<file path="config.mk">
export PLATFORM = sky130hd
export DESIGN_NAME = db_arbiter
export DESIGN_NICKNAME = d
export VERILOG_FILES = /design/src/rtl/db_arbiter_pkg.sv /design/src/rtl/db_arb_timeout.sv /design/src/rtl/db_arbiter.sv
export SDC_FILE = /design/constraint.sdc
export NUM_CORES = 1
export LEC_CHECK = 0
export ABC_AREA = 1
export CAP_MARGIN = 5
export CELL_PAD_IN_SITES_DETAIL_PLACEMENT = 1
export CELL_PAD_IN_SITES_GLOBAL_PLACEMENT = 1
export CORE_MARGIN = 2
export CORE_UTILIZATION = 11
export CTS_BUF_LIST = sky130_fd_sc_hd__clkbuf_2 sky130_fd_sc_hd__clkbuf_4 sky130_fd_sc_hd__clkbuf_8
export CTS_CLUSTER_SIZE = 30
export DETAILED_ROUTE_END_ITERATION = 6
export PLACE_DENSITY_LB_ADDON = 0.3
export SETUP_SLACK_MARGIN = 0.2
export SLEW_MARGIN = 25
export SYNTH_ARGS = -nofsm -noshare
export SYNTH_HDL_FRONTEND = slang
export SYNTH_SLANG_ARGS = --single-unit
</file>
<file path="constraint.sdc">
create_clock -name clk -period 1.45 [get_ports clk]
set_input_delay 0.145 -clock clk [delete_from_list [all_inputs] [get_ports clk]]
set_output_delay 0.145 -clock clk [all_outputs]
set_load 0.01 [all_outputs]
</file>
<file path="src/rtl/db_arbiter_pkg.sv">
// db_arbiter_pkg: shared encodings for the two-master data-bus arbiter.
// Used by db_arbiter and, when DB_ARB_TIMEOUT_EN is defined, db_arb_timeout.
package db_arbiter_pkg;

  // Arbiter state width and encodings. The OWN encodings are one-hot per
  // master, so the state register doubles as the grant vector.
  localparam int DB_ARB_STATE_W = 2;
  localparam logic [DB_ARB_STATE_W-1:0] DB_ARB_IDLE = 2'b00;
  localparam logic [DB_ARB_STATE_W-1:0] DB_ARB_OWN0 = 2'b01;
  localparam logic [DB_ARB_STATE_W-1:0] DB_ARB_OWN1 = 2'b10;

  // Width of a master identifier (two masters).
  localparam int DB_ARB_ID_W = 1;

  // A master is requesting whenever either strobe is high.
  function automatic logic db_req(input logic re, input logic we);
    return re | we;
  endfunction

  // Ownership state for a given master id.
  function automatic logic [DB_ARB_STATE_W-1:0] db_own_state(input logic [DB_ARB_ID_W-1:0] id);
    return (id == 1'b1) ? DB_ARB_OWN1 : DB_ARB_OWN0;
  endfunction

endpackage

</file>
<file path="src/rtl/db_arb_timeout.sv">
// db_arb_timeout: wait-cycle counter for a granted transaction.
// Only instantiated when DB_ARB_TIMEOUT_EN is defined. The counter holds the
// number of completed waiting cycles; the cycle that would be the
// TIMEOUT_CYCLES-th wait without db_ready is flagged as the timeout cycle.
module db_arb_timeout
  import db_arbiter_pkg::*;
#(
  parameter int TIMEOUT_CYCLES = 255
) (
  input  logic clk,
  input  logic res,
  input  logic i_start,
  input  logic i_own,
  input  logic i_ready,
  output logic o_timeout
);

  localparam int CNT_W = (TIMEOUT_CYCLES < 2) ? 1 : $clog2(TIMEOUT_CYCLES + 1);
  localparam logic [CNT_W-1:0] LIMIT = CNT_W'(TIMEOUT_CYCLES - 1);

  logic [CNT_W-1:0] r_cnt;

  // Timeout fires in the waiting cycle that reaches the limit.
  assign o_timeout = i_own && !i_ready && (r_cnt == LIMIT);

  // Clear on entry to an OWN state, count each OWN cycle without db_ready.
  always_ff @(posedge clk or negedge res) begin
    if (!res) begin
      r_cnt <= '0;
    end else if (i_start) begin
      r_cnt <= '0;
    end else if (i_own && !i_ready && !o_timeout) begin
      r_cnt <= r_cnt + 1'b1;
    end
  end

endmodule

</file>
<file path="src/rtl/db_arbiter.sv">
// db_arbiter: two-master arbiter for the external db_* bus.
// Grants whole transactions, released on db_ready, round-robin on ties.
// Optional feature: define DB_ARB_TIMEOUT_EN to add m0_err/m1_err and a
// per-transaction wait timeout (db_arb_timeout).
module db_arbiter
  import db_arbiter_pkg::*;
#(
  parameter string TAG            = "DbArbiter",
  parameter int    TIMEOUT_CYCLES = 255
) (
  input  logic        clk,
  input  logic        res,
  input  logic        m0_re,
  input  logic        m0_we,
  input  logic        m0_io,
  input  logic [31:0] m0_addr,
  input  logic [31:0] m0_dataOut,
  output logic [31:0] m0_dataIn,
  output logic        m0_ready,
  input  logic        m1_re,
  input  logic        m1_we,
  input  logic        m1_io,
  input  logic [31:0] m1_addr,
  input  logic [31:0] m1_dataOut,
  output logic [31:0] m1_dataIn,
  output logic        m1_ready,
`ifdef DB_ARB_TIMEOUT_EN
  output logic        m0_err,
  output logic        m1_err,
`endif
  output logic        db_re,
  output logic        db_we,
  output logic        db_io,
  output logic [31:0] db_addr,
  output logic [31:0] db_dataOut,
  input  logic [31:0] db_dataIn,
  input  logic        db_ready,
  output logic [1:0]  grant,
  output logic        busy
);

  logic [DB_ARB_STATE_W-1:0] r_state;
  logic [DB_ARB_STATE_W-1:0] w_state_next;
  logic [DB_ARB_ID_W-1:0]    r_last_grant;
  logic [DB_ARB_ID_W-1:0]    w_last_next;
  logic                      w_req0;
  logic                      w_req1;
  logic                      w_busy;
  logic                      w_timeout;
  logic                      w_done;

  assign w_req0 = db_req(m0_re, m0_we);
  assign w_req1 = db_req(m1_re, m1_we);
  assign w_busy = (r_state != DB_ARB_IDLE);
  // A transaction completes on db_ready or, when enabled, on timeout.
  assign w_done = db_ready | w_timeout;

`ifdef DB_ARB_TIMEOUT_EN
  logic w_own_entry;
  // Any edge that lands in a different OWN state starts a fresh wait count.
  assign w_own_entry = (w_state_next != DB_ARB_IDLE) && (w_state_next != r_state);

  db_arb_timeout #(
    .TIMEOUT_CYCLES(TIMEOUT_CYCLES)
  ) u_timeout (
    .clk      (clk),
    .res      (res),
    .i_start  (w_own_entry),
    .i_own    (w_busy),
    .i_ready  (db_ready),
    .o_timeout(w_timeout)
  );
`else
  assign w_timeout = 1'b0;
`endif

  // Next-state and round-robin pointer: ties go to the master not granted last.
  always_comb begin
    w_state_next = r_state;
    w_last_next  = r_last_grant;
    case (r_state)
      DB_ARB_IDLE: begin
        if (w_req0 && w_req1) begin
          w_state_next = db_own_state(~r_last_grant);
          w_last_next  = ~r_last_grant;
        end else if (w_req0) begin
          w_state_next = DB_ARB_OWN0;
          w_last_next  = 1'b0;
        end else if (w_req1) begin
          w_state_next = DB_ARB_OWN1;
          w_last_next  = 1'b1;
        end
      end
      DB_ARB_OWN0: begin
        // Owner's own request is ignored in its completion cycle.
        if (w_done) begin
          if (w_req1) begin
            w_state_next = DB_ARB_OWN1;
            w_last_next  = 1'b1;
          end else begin
            w_state_next = DB_ARB_IDLE;
          end
        end else if (!w_req0) begin
          w_state_next = DB_ARB_IDLE;
        end
      end
      DB_ARB_OWN1: begin
        if (w_done) begin
          if (w_req0) begin
            w_state_next = DB_ARB_OWN0;
            w_last_next  = 1'b0;
          end else begin
            w_state_next = DB_ARB_IDLE;
          end
        end else if (!w_req1) begin
          w_state_next = DB_ARB_IDLE;
        end
      end
      default: begin
        w_state_next = DB_ARB_IDLE;
      end
    endcase
  end

  // State and round-robin pointer; reset leaves master 0 winning the first tie.
  always_ff @(posedge clk or negedge res) begin
    if (!res) begin
      r_state      <= DB_ARB_IDLE;
      r_last_grant <= 1'b1;
    end else begin
      r_state      <= w_state_next;
      r_last_grant <= w_last_next;
    end
  end

  // Combinational bus mux: owner drives db_*, only the owner sees ready/data.
  always_comb begin
    db_re      = 1'b0;
    db_we      = 1'b0;
    db_io      = 1'b0;
    db_addr    = 32'h0;
    db_dataOut = 32'h0;
    m0_ready   = 1'b0;
    m1_ready   = 1'b0;
    m0_dataIn  = 32'h0;
    m1_dataIn  = 32'h0;
`ifdef DB_ARB_TIMEOUT_EN
    m0_err     = 1'b0;
    m1_err     = 1'b0;
`endif
    case (r_state)
      DB_ARB_OWN0: begin
        db_re      = m0_re;
        db_we      = m0_we;
        db_io      = m0_io;
        db_addr    = m0_addr;
        db_dataOut = m0_dataOut;
        m0_ready   = w_done;
        m0_dataIn  = w_timeout ? 32'h0 : db_dataIn;
`ifdef DB_ARB_TIMEOUT_EN
        m0_err     = w_timeout;
`endif
      end
      DB_ARB_OWN1: begin
        db_re      = m1_re;
        db_we      = m1_we;
        db_io      = m1_io;
        db_addr    = m1_addr;
        db_dataOut = m1_dataOut;
        m1_ready   = w_done;
        m1_dataIn  = w_timeout ? 32'h0 : db_dataIn;
`ifdef DB_ARB_TIMEOUT_EN
        m1_err     = w_timeout;
`endif
      end
      default: begin
      end
    endcase
  end

  assign grant = r_state;
  assign busy  = w_busy;

  // Elaboration-time sanity check on the timeout limit.
  if (TIMEOUT_CYCLES < 1) begin : g_bad_cfg
    $error("%s: TIMEOUT_CYCLES must be at least 1", TAG);
  end

  // Simulation-only warning: re and we together is a master protocol violation.
  always @(posedge clk) begin
    if (res && ((m0_re && m0_we) || (m1_re && m1_we))) begin
      $warning("%s: re&we", TAG);
    end
  end

endmodule

</file>
==> summary.md, run 1 <==
| Metric | Value |
|---|---|
| XOR/XNOR share of the synthesized area | 0% |
| Syn avg cell area | 4.44 um^2 |
| I/O Pins | between 300 and 400 |
| Simple-gate share of the synthesized area | 48.7% |
| Tot GR Track Use | 17.6% |
| Critical Path Fanout Max | 5 |
| CP Capture Type | primary output |
| Largest net degree at the start of global routing | 18 |
| Peak VDD IR | 899 uV |
| Die area | about 18000 um^2 |
| DRT Pass-1 Iters | 4 |
| Main combinational cell family by area after synthesis | simple AND/OR/NAND/NOR gates |
| Iter 0 DRT Violations | 62 |
| Power Density | 1780 nW/um^2 |
| Post-synth design cell area | 1860 um^2 |
| Leak | 4.01 nW |
| Final hold violation count | 0 |
| Row cnt | between 40 and 50 |
| Sequential share of the synthesized area | between 4 and 5% |
| Minimum clock period | 1920 ps |
| Clock slew at reported path FFs | 30 ps |
| Worst Path Arrival | ~1800 ps |
| Die Y | 134 um |
| Number of antenna violations at the first check in global routing | 0 |
| Fin Clk Skew | 1.04 ps |
| Width of the die | approximately 130 um |
| Synth Area in Adders | 2.69% |
| CP max-delay cell | dfrtp_2 |
| Setup CP Type | reg -> out |
| F_max | 520 MHz |
| Worst skew pair latency | 210 ps |
| Routed Antenna Nets | 0 |
| Status | finished, violations left |
| Avg WL per Cell | 17.0 um |
| Crit path cell chain | buf_6, ha_4, buf_6, buf_12, buf_8, buf_16, buf_8, nand2_2, inv_2, buf_6 |
| CP Launch Type | register |
| Final Non-Filler Cells | 1045 |
| Max Cap Violations | 0 |
| Routed vias | 4280 |
| Worst Slack Setup Final | -475 ps |
| ANT cells | 0 |
| # setup viols final | between 100 and 150 |
| Vias in the first global route | about 4600 |
| Slew @ Worst Pin | 247 ps |
| Yosys warnings | 0 |
| Core area | 16600 um^2 |
| Initial Util | 11.2% |
| Grt ovf | 0 |
| Worst relative slew slack | 83.5% |
| Hold crit path type | in -> async |
| RSZ-0062 raised after global routing | yes |
| Dpl cells | between 900 and 1000 |
| Tightest hold margin | 132 ps |
| H-tree depth | 1 |
| Mapped Nets | ~600 |
| Dpl cell area | 6070 um^2 |
| Layout net count | 999 |
| Register area | just under 80 um^2 |
| Max clock buf depth | 2 |
| Num Clock Sinks | 3 |
| Commonest non-fill, non-tap cell in the layout | clkdlybuf4s50_1 |
| Multi-input logic area | around 2600 um^2 |
| IO Port Bufs | 304 |
| Family with the most delay on the worst path | buffers and inverters |
| Buf/Inv on CP | 8 |
| TritonCTS clock tree | done |
| Final Instance Area | 8160 um^2 |
| Routed wire length | around 18000 um |
| First-pass GRT wire length | 25100 um |
| Multiplexer share of the synthesized area | 0% |
| Layout cells sized above 1 | between 60% and 70% |
| Fin crit share | 133% |
| Seq cells post-synth | 3 |
| Cells after synthesis | 419 |
| Number of distinct library cells after synthesis | 21 |
| Vias per cell | 4.10 |
| Clock root buffer master | clkbuf_8 |
| Fillers | 1883 |
| Compound-Gate Fraction of Synth Area | 19.0% |
| Cts bufs inserted | 3 |
| CP peak stage delay | roughly 420 ps |
| HPWL after DPL | about 11000 um |
| Pre-CTS WS | -467 ps |
| Total Power | 14.6 mW |
| Max-slew violations | 0 |
| WP data required | 1310 ps |
| Violated checks | setup timing |
| Area growth syn-to-layout | 338% |
| DRC errors left | 0 |
| Most common cell on crit path | buf_6 |
| Most frequent cells in the layout | clkdlybuf4s50_1, buf_6, nand2_1, nand2_2, nand2_4 |
| RD Place Congestion | 0.794 |
## area by class of cell
class / count / share of cell area (%)
clock buffer: 4 / 0.598
inverter: 79 / 3.94
multi-input combinational: 308 / 31.9
sequential: 3 / 0.966
tap: 220 / 3.37
timing repair buffer: 431 / 59.2
## where the power goes
part | leakage, nW | switching, mW | internal [mW]
combinational | 3.95 | 6.36 | 7.76
sequential | 0.0334 | 0.0509 | 0.138
clock | 0.0262 | 0.0549 | 0.206
## routing by layer
layer	part of all wire (%)	vias to the layer above	GRT usage, %
li1	-	2057	-
met3	6.2	18	3.33
met4	1.6	0	1.81
met1	36	2027	18.5
met5	0	-	0
met2	56	178	36.7
## cell families (layout without fill, tap and decap cells)
family          Yosys count  count (layout)
compound gates           70              70
simple gates            234             234
flops                     3               3
buf+inv                 108             514
fa+ha+maj                 4               4
## state kept, by name, summed over array words and instances (netlist names)
name / flops
grant: 2
r_last_grant: 1
## path summary, 6_finish.rpt
path | startpoint | endpoint | slack, ps | depth (start not counted)
max | grant[1] | m1_dataIn[30] | -470 | 10
min reg2reg | r_last_grant | r_last_grant | 550 | 2
max in group asynchronous | res | r_last_grant | 1080 | 1
max reg2reg | grant[1] | grant[1] | -410 | 14
min in group clk | r_last_grant | r_last_grant | 550 | 2
min | res | grant[1] | 130 | 1
## per-stage QoR
| stage | setup TNS, ps | utilization, % |
|---|---|---|
| 3_5_place_dp | -49160 | 36.6 |
| 2_1_floorplan | 0 | - |
| 6_report | -44780 | 49.2 |
| 5_1_grt | -51490 | 49.2 |
| 4_1_cts | -43990 | 42.3 |
| 3_3_place_gp | -46400 | 36.6 |
## synthesized netlist by cell type (all sizes together)
| cell type | count | share of area (%) |
|---|---|---|
| o22ai | 2 | 0.67 |
| a21oi | 65 | 17 |
| clkbuf | 2 | 0.40 |
| dfrtp | 2 | 2.7 |
| inv | 78 | 16 |
| nor2 | 8 | 2.6 |
| clkinv | 1 | 0.20 |
| nand2 | 220 | 44 |
| dfstp | 1 | 1.4 |
| buf | 27 | 9.1 |
| ha | 4 | 2.7 |
| o21ai | 3 | 0.81 |
| nand3 | 6 | 1.6 |
## what timing repair did
item	CTS	global route
gates resized for setup	672	306
gates cloned	12	3
hold buffers	0	0
setup endpoints to repair	139	139
pin swaps	7	29
buffers inserted	52	22
Power figures use the tool's default switching activity.
==> inputs of run 2 (changes only) <==
SLEW_MARGIN = 30   (was 25)
clock period = 1.81 ns   (was 1.45 ns; I/O delays follow)
==> run 2 against run 1 <==
Net effect:
- the run still ends with setup timing left
- routed wire length decreased by 4.2%
- power decreased by 42%
- critical path depth is 3 lower
- clock skew about the same
- hold slack better by 9.4 ps
- first-iteration DRC count up 37%
- sequential share of layout area grew 0.19 points
- setup slack better by 440 ps
- flip-flop and latch count unchanged
- register-to-register slack gained 410 ps
- combinational power down 43%
- critical endpoint is now db_addr[2]
- largest power group unchanged
==> summary.md, run 2 (same netlist as run 1, synthesis figures left out) <==
| Metric | Value |
|---|---|
| Die Y | 134 um (unchanged) |
| Violated checks | setup timing |
| I/O Pins | 305 (unchanged) |
| Layout cells sized above 1 | 53.5% (-12 points) |
| WP data required | 1630 ps (+320 ps) |
| Clock root buffer master | clkbuf_8 |
| Grt ovf | 0 (unchanged) |
| Minimum clock period | roughly 1800 ps |
| Worst Slack Setup Final | -32.6 ps (+442 ps) |
| Dpl cells | 929 (-2.5%) |
| Avg WL per Cell | 17.2 um (+1.6%) |
| Max-slew violations | 0 (unchanged) |
| Worst R2R Path Depth | 13 (-1) |
| Setup TNS Final | -257 ps (+44520 ps) |
| CP Launch Type | register |
| Critical Path Fanout Max | 25 (+20) |
| Row cnt | 47 (unchanged) |
| Fin Clk Skew | 0.630 ps (-0.409 ps) |
| RR Startpoint | grant[0] |
| Commonest non-fill, non-tap cell in the layout | clkdlybuf4s50_1 |
| H-tree depth | 1 (unchanged) |
| Peak VDD IR | 715 uV (-20%) |
| Pre-CTS WS | -262 ps (+205 ps) |
| Power Density | 1270 nW/um^2 (-29%) |
| Routed wire length | 17000 um (-4.2%) |
| F_max | 543 MHz |
| Worst relative slew slack | 82.8% (-0.69 points) |
| Area growth syn-to-layout | 255% |
| Tot GR Track Use | 16.9% (-0.72 points) |
| Cts bufs inserted | 3 (unchanged) |
| First-pass GRT wire length | 23700 um (-5.5%) |
| HPWL after DPL | 10900 um (-4.7%) |
| Routed Antenna Nets | 0 (unchanged) |
| Vias in the first global route | 4230 (-7.6%) |
| Clock slew at reported path FFs | 30 ps (about the same) |
| CP Capture Type | primary output |
| DRT Pass-1 Iters | 4 (unchanged) |
| Final hold violation count | 0 (unchanged) |
| Final Non-Filler Cells | 985 (-5.7%) |
| Hold crit path type | in -> async |
| Fin crit share | 102% |
| Final Util | 39.8% (-9.4 points) |
| Width of the die | 134 um (unchanged) |
| Tightest hold margin | 141 ps (+9.41 ps) |
| DRC errors left | 0 (unchanged) |
| Hold_buf cts | 0 (unchanged) |
| Initial Util | 11.2% (unchanged) |
| Number of antenna violations at the first check in global routing | 0 (unchanged) |
| Largest net degree at the start of global routing | 26 (+8) |
| Fillers | 2033 (+8.0%) |
| Max clock buf depth | 2 (unchanged) |
| Most frequent cells in the layout | clkdlybuf4s50_1, nand2_1, buf_2, nand2_2, buf_6 |
| Iter 0 DRT Violations | 85 (+37%) |
| IO Port Bufs | 304 (unchanged) |
| Worst skew pair latency | 220 ps (about the same) |
| Die area | 18000 um^2 (unchanged) |
| Leak | 3.43 nW (-14%) |
| Layout net count | 939 (-6.0%) |
| Num Clock Sinks | 3 (unchanged) |
| Slew @ Worst Pin | 257 ps (+10.5 ps) |
| Vias per cell | 4.03 (-1.7%) |
| Worst Path Arrival | 1660 ps (-120 ps) |
| Core area | 16600 um^2 (unchanged) |
| Routed vias | 3965 (-7.4%) |
| RD Place Congestion | 0.822 (+3.5%) |
| ANT cells | 0 (unchanged) |
| RSZ-0062 raised after global routing | yes |
| TritonCTS clock tree | done |
| Max Cap Violations | 0 (unchanged) |
| Flop2flop setup slack | 0 ps (+410 ps) |
| Max FFs per register | 2 (unchanged) |
| Status | finished, violations left |
| Crit path from | grant[0] |
| # setup viols final | 18 (-87%) |
| Setup CP Type | reg -> out |
| FF-to-FF End | grant[0] |
## run 2: cell types whose count changed in the layout (fill, tap and decap cells not counted), moves of 22 or more
cell	previous run	this run
a21oi_4	41	2
buf_6	140	51
inv_1	19	41
buf_2	37	94
inv_2	54	32
a21oi_2	23	49
nand2_4	68	42
nand2_1	79	119
## run 2: power by group
group	switching (mW)	leakage (nW)	internal, mW
registers	0.0278	0.0360	0.107
clock network	0.0536	0.0262	0.166
logic	4.03	3.37	3.99
total	4.11	3.43	4.27
## run 2: layer usage
metal  up-vias  track usage, %  wire [um]  part of all wire [%]
li1       1936               -          -                     -
met1      1849            19.2       6630                    39
met2       167            33.2       9050                    53
met3        13            2.80       1060                   6.3
met4         0            2.75        234                   1.4
met5         -               0          0                     0
## run 2: metrics by stage
stage / cell area [um^2] / power (mW)
finish: 6610 / 8.38
global route: 6610 / 8.93
CTS: 5940 / 7.43
detailed placement: 5220 / 5.34
global placement: 5220 / 5.25
floorplan: 1860 / 2.48
## run 2: worst max-delay path by stage
stage,to,depth (start not counted)
after CTS,db_addr[16],8
after detailed placement,db_dataOut[17],6
final,db_addr[2],7
after floorplan,db_addr[0],6
after global routing,db_dataOut[9],8
after global placement,db_dataOut[17],6
## run 2: layout make-up
| type | instances | area [um^2] | area share (%) |
|---|---|---|---|
| multi-input combinational | 308 | 2070 | 31.3 |
| sequential | 3 | 76.3 | 1.16 |
| clock buffer | 4 | 48.8 | 0.738 |
| timing repair buffer | 371 | 3820 | 57.8 |
| inverter | 79 | 323 | 4.89 |
| tap | 220 | 275 | 4.17 |
## run 2: critical path, stage by stage, from the launching register on
cell and delay [ps]:
dfrtp_1 390, inv_2 70, buf_4 140, ha_4 270
inv_4 60, buf_12 170, a21oi_1 150, buf_2 160
## run 2: what timing repair did
action | in CTS | in global routing
setup buffers | 25 | 5
pin swaps | 24 | 41
setup endpoints to repair | 134 | 137
resized for setup | 690 | 174
gates cloned | 18 | 4
==> inputs of run 3 (changes only) <==
CORE_MARGIN = 5   (was 2)
SLEW_MARGIN = 20   (was 30)
clock period = 1.91 ns   (was 1.81 ns; I/O delays follow)
==> run 3 against run 2 <==
Net effect:
- the run now ends clean
- first-iteration DRC count down 7.1%
- clock-buffer cell count unchanged
- routed wire length up 5.7%
- critical path depth up 2
- hold slack better by 43 ps
- critical endpoint is now m1_dataIn[21]
- setup slack better by 70 ps
- largest power group unchanged
- sequential share of layout area down 0.054 points
- combinational power up 0.7%
- clock skew up 4.8 ps
- sequential power down 3%
- clock power down 7%
==> summary.md, run 3 (same netlist as run 1, synthesis figures left out) <==
| Metric | Value |
|---|---|
| Initial Util | 11.2% (unchanged) |
| Cts bufs inserted | 3 (unchanged) |
| Most common cell on crit path | buf_12 |
| TritonCTS clock tree | done |
| Final Util | 41.8% (+2.0 points) |
| Routed Antenna Nets | 0 (unchanged) |
| I/O Pins | 305 (unchanged) |
| DRC errors left | 0 (unchanged) |
| Row cnt | 47 (unchanged) |
| Peak VDD IR | 521 uV (-27%) |
| Commonest non-fill, non-tap cell in the layout | clkdlybuf4s50_1 |
| Area growth syn-to-layout | 272% |
| RSZ-0062 raised after global routing | yes |
| Routed vias | 4068 (+2.6%) |
| Status | complete, no violations |
| CP peak stage delay | 390 ps (about the same) |
| RR Startpoint | grant[0] |
| CP Capture Type | primary output |
| Number of antenna violations at the first check in global routing | 0 (unchanged) |
| Fin crit share | 98.0% |
| Multi-input logic area | 2250 um^2 (+9.0%) |
| Crit path from | grant[1] |
| Num Clock Sinks | 3 (unchanged) |
| Layout net count | 940 (+0.11%) |
| Power Density | 1210 nW/um^2 (-4.3%) |
| Total Power | 8.41 mW (+0.40%) |
| H-tree depth | 1 (unchanged) |
| F_max | 534 MHz |
| ANT cells | 0 (unchanged) |
| Iter 0 DRT Violations | 79 (-7.1%) |
| Routed wire length | 17900 um (+5.7%) |
| HPWL after DPL | 12000 um (+9.5%) |
| Vias in the first global route | 4440 (+5.0%) |
| Max FFs per register | 2 (unchanged) |
| Crit path cell chain | buf_6, ha_4, buf_12, buf_12, buf_16, buf_12, nand2_4, inv_2, buf_6 |
| Width of the die | 140 um (+4.5%) |
| CP max-delay cell | dfrtp_1 |
| Dpl cell area | 5260 um^2 (+0.82%) |
| Setup CP Type | reg -> out |
| Tot GR Track Use | 15.6% (-1.2 points) |
| Hold_buf cts | 0 (unchanged) |
| Clock root buffer master | clkbuf_8 |
| IO Port Bufs | 304 (unchanged) |
| WP data required | 1720 ps (+90 ps) |
| Max clock buf depth | 2 (unchanged) |
| Clock slew at reported path FFs | 40 ps (about the same) |
| Die area | 19600 um^2 (+9.1%) |
| Most frequent cells in the layout | clkdlybuf4s50_1, nand2_1, nand2_4, buf_6, buf_2 |
| Slew @ Worst Pin | 260 ps (+2.92 ps) |
| Worst skew pair latency | 220 ps (about the same) |
| Worst relative slew slack | 82.6% (-0.20 points) |
| Fillers | 1989 (-2.2%) |
| First-pass GRT wire length | 24800 um (+4.7%) |
| Core area | 16600 um^2 (unchanged) |
| # setup viols final | 0 (-18) |
| Buf/Inv on CP | 7 (+2) |
| Sw frac | 48.1% (-0.94 points) |
| Family with the most delay on the worst path | buffers and inverters |
| Max-slew violations | 0 (unchanged) |
| CP Launch Type | register |
| Die Y | 140 um (+4.5%) |
| Critical Path Fanout Max | 5 (-80%) |
| Avg WL per Cell | 18.2 um (+5.6%) |
| Hold crit path type | in -> async |
| Final Instance Area | 6930 um^2 (+4.9%) |
| Sequential share of power | 1.6% (about the same) |
| Minimum clock period | 1870 ps |
| Register area | 76.3 um^2 (unchanged) |
| RD Place Congestion | 0.808 (-1.7%) |
| Final hold violation count | 0 (unchanged) |
| Internal power | 4.36 mW (+2.3%) |
| Max Cap Violations | 0 (unchanged) |
| Worst Path Arrival | 1680 ps (+20 ps) |
| Grt ovf | 0 (unchanged) |
| Layout cells sized above 1 | 58.4% (+4.9 points) |
| Largest net degree at the start of global routing | 28 (+7.7%) |
| Switching power | 4.05 mW (-1.5%) |
| Comb power frac | 96.0% (+0.2 points) |
| Leak | 3.65 nW (+6.3%) |
| Vias per cell | 4.13 (+2.5%) |
| DRT Pass-1 Iters | 4 (unchanged) |
| Fin Clk Skew | 5.42 ps (+4.79 ps) |
| Clk pwr share | 2.4% (-0.2 points) |
run 3: cell types whose count changed in the layout (fill, tap and decap cells not counted), moves of 16 or more:
cell     delta
inv_2      +28
nand2_1    -22
buf_6      +23
buf_2      -25
nand2_4    +38
inv_1      -25
nand2_2    -16
run 3: final timing paths:
check | cells past startpoint | slack (ps) | end
min in group clk | 2 | 520 | r_last_grant
setup reg to reg | 13 | 110 | grant[1]
hold reg to reg | 2 | 520 | r_last_grant
setup / recovery | 9 | 40 | m1_dataIn[21]
hold / removal | 1 | 180 | grant[0]
max in group asynchronous | 1 | 1480 | r_last_grant
run 3: stage by stage:
step,setup TNS [ps],hold slack [ps],cells,worst slack [ps]
finish,0,185,986,37.7
global route,-81.3,184,986,-8.64
CTS,0,181,974,2.55
detailed placement,-924,415,933,-67.1
global placement,-156,400,933,-50.6
floorplan,0,-105,419,338
run 3: per-layer routing:
layer  routed length (um)  global-route usage, %
met5                    0                      0
met4                  236                   2.29
met3                 1090                   4.19
met2                 9970                   31.4
met1                 6650                   16.4
run 3: power groups by stage:
stage	clock (mW)	combinational, mW	sequential [mW]
3_5_place_dp	0	5.06	0.123
4_1_cts	0.209	6.46	0.130
6_report	0.203	8.08	0.131
5_1_grt	0.215	8.59	0.135
2_1_floorplan	0	2.21	0.136
3_3_place_gp	0	4.98	0.122
run 3: area by class of cell:
| class | count | share of cell area (%) |
|---|---|---|
| Timing Repair Buffer | 372 | 57.3 |
| Multi-Input combinational cell | 308 | 32.5 |
| Inverter | 79 | 4.46 |
| Tap cell | 220 | 3.97 |
| Sequential cell | 3 | 1.10 |
| Clock buffer | 4 | 0.704 |
run 3: timing repair:
action | 4_1_cts | 5_1_grt
pin swaps | 9 | 32
setup endpoints to repair | 134 | 136
gates cloned | 13 | 4
buffers inserted | 24 | 8
gates resized for setup | 620 | 340
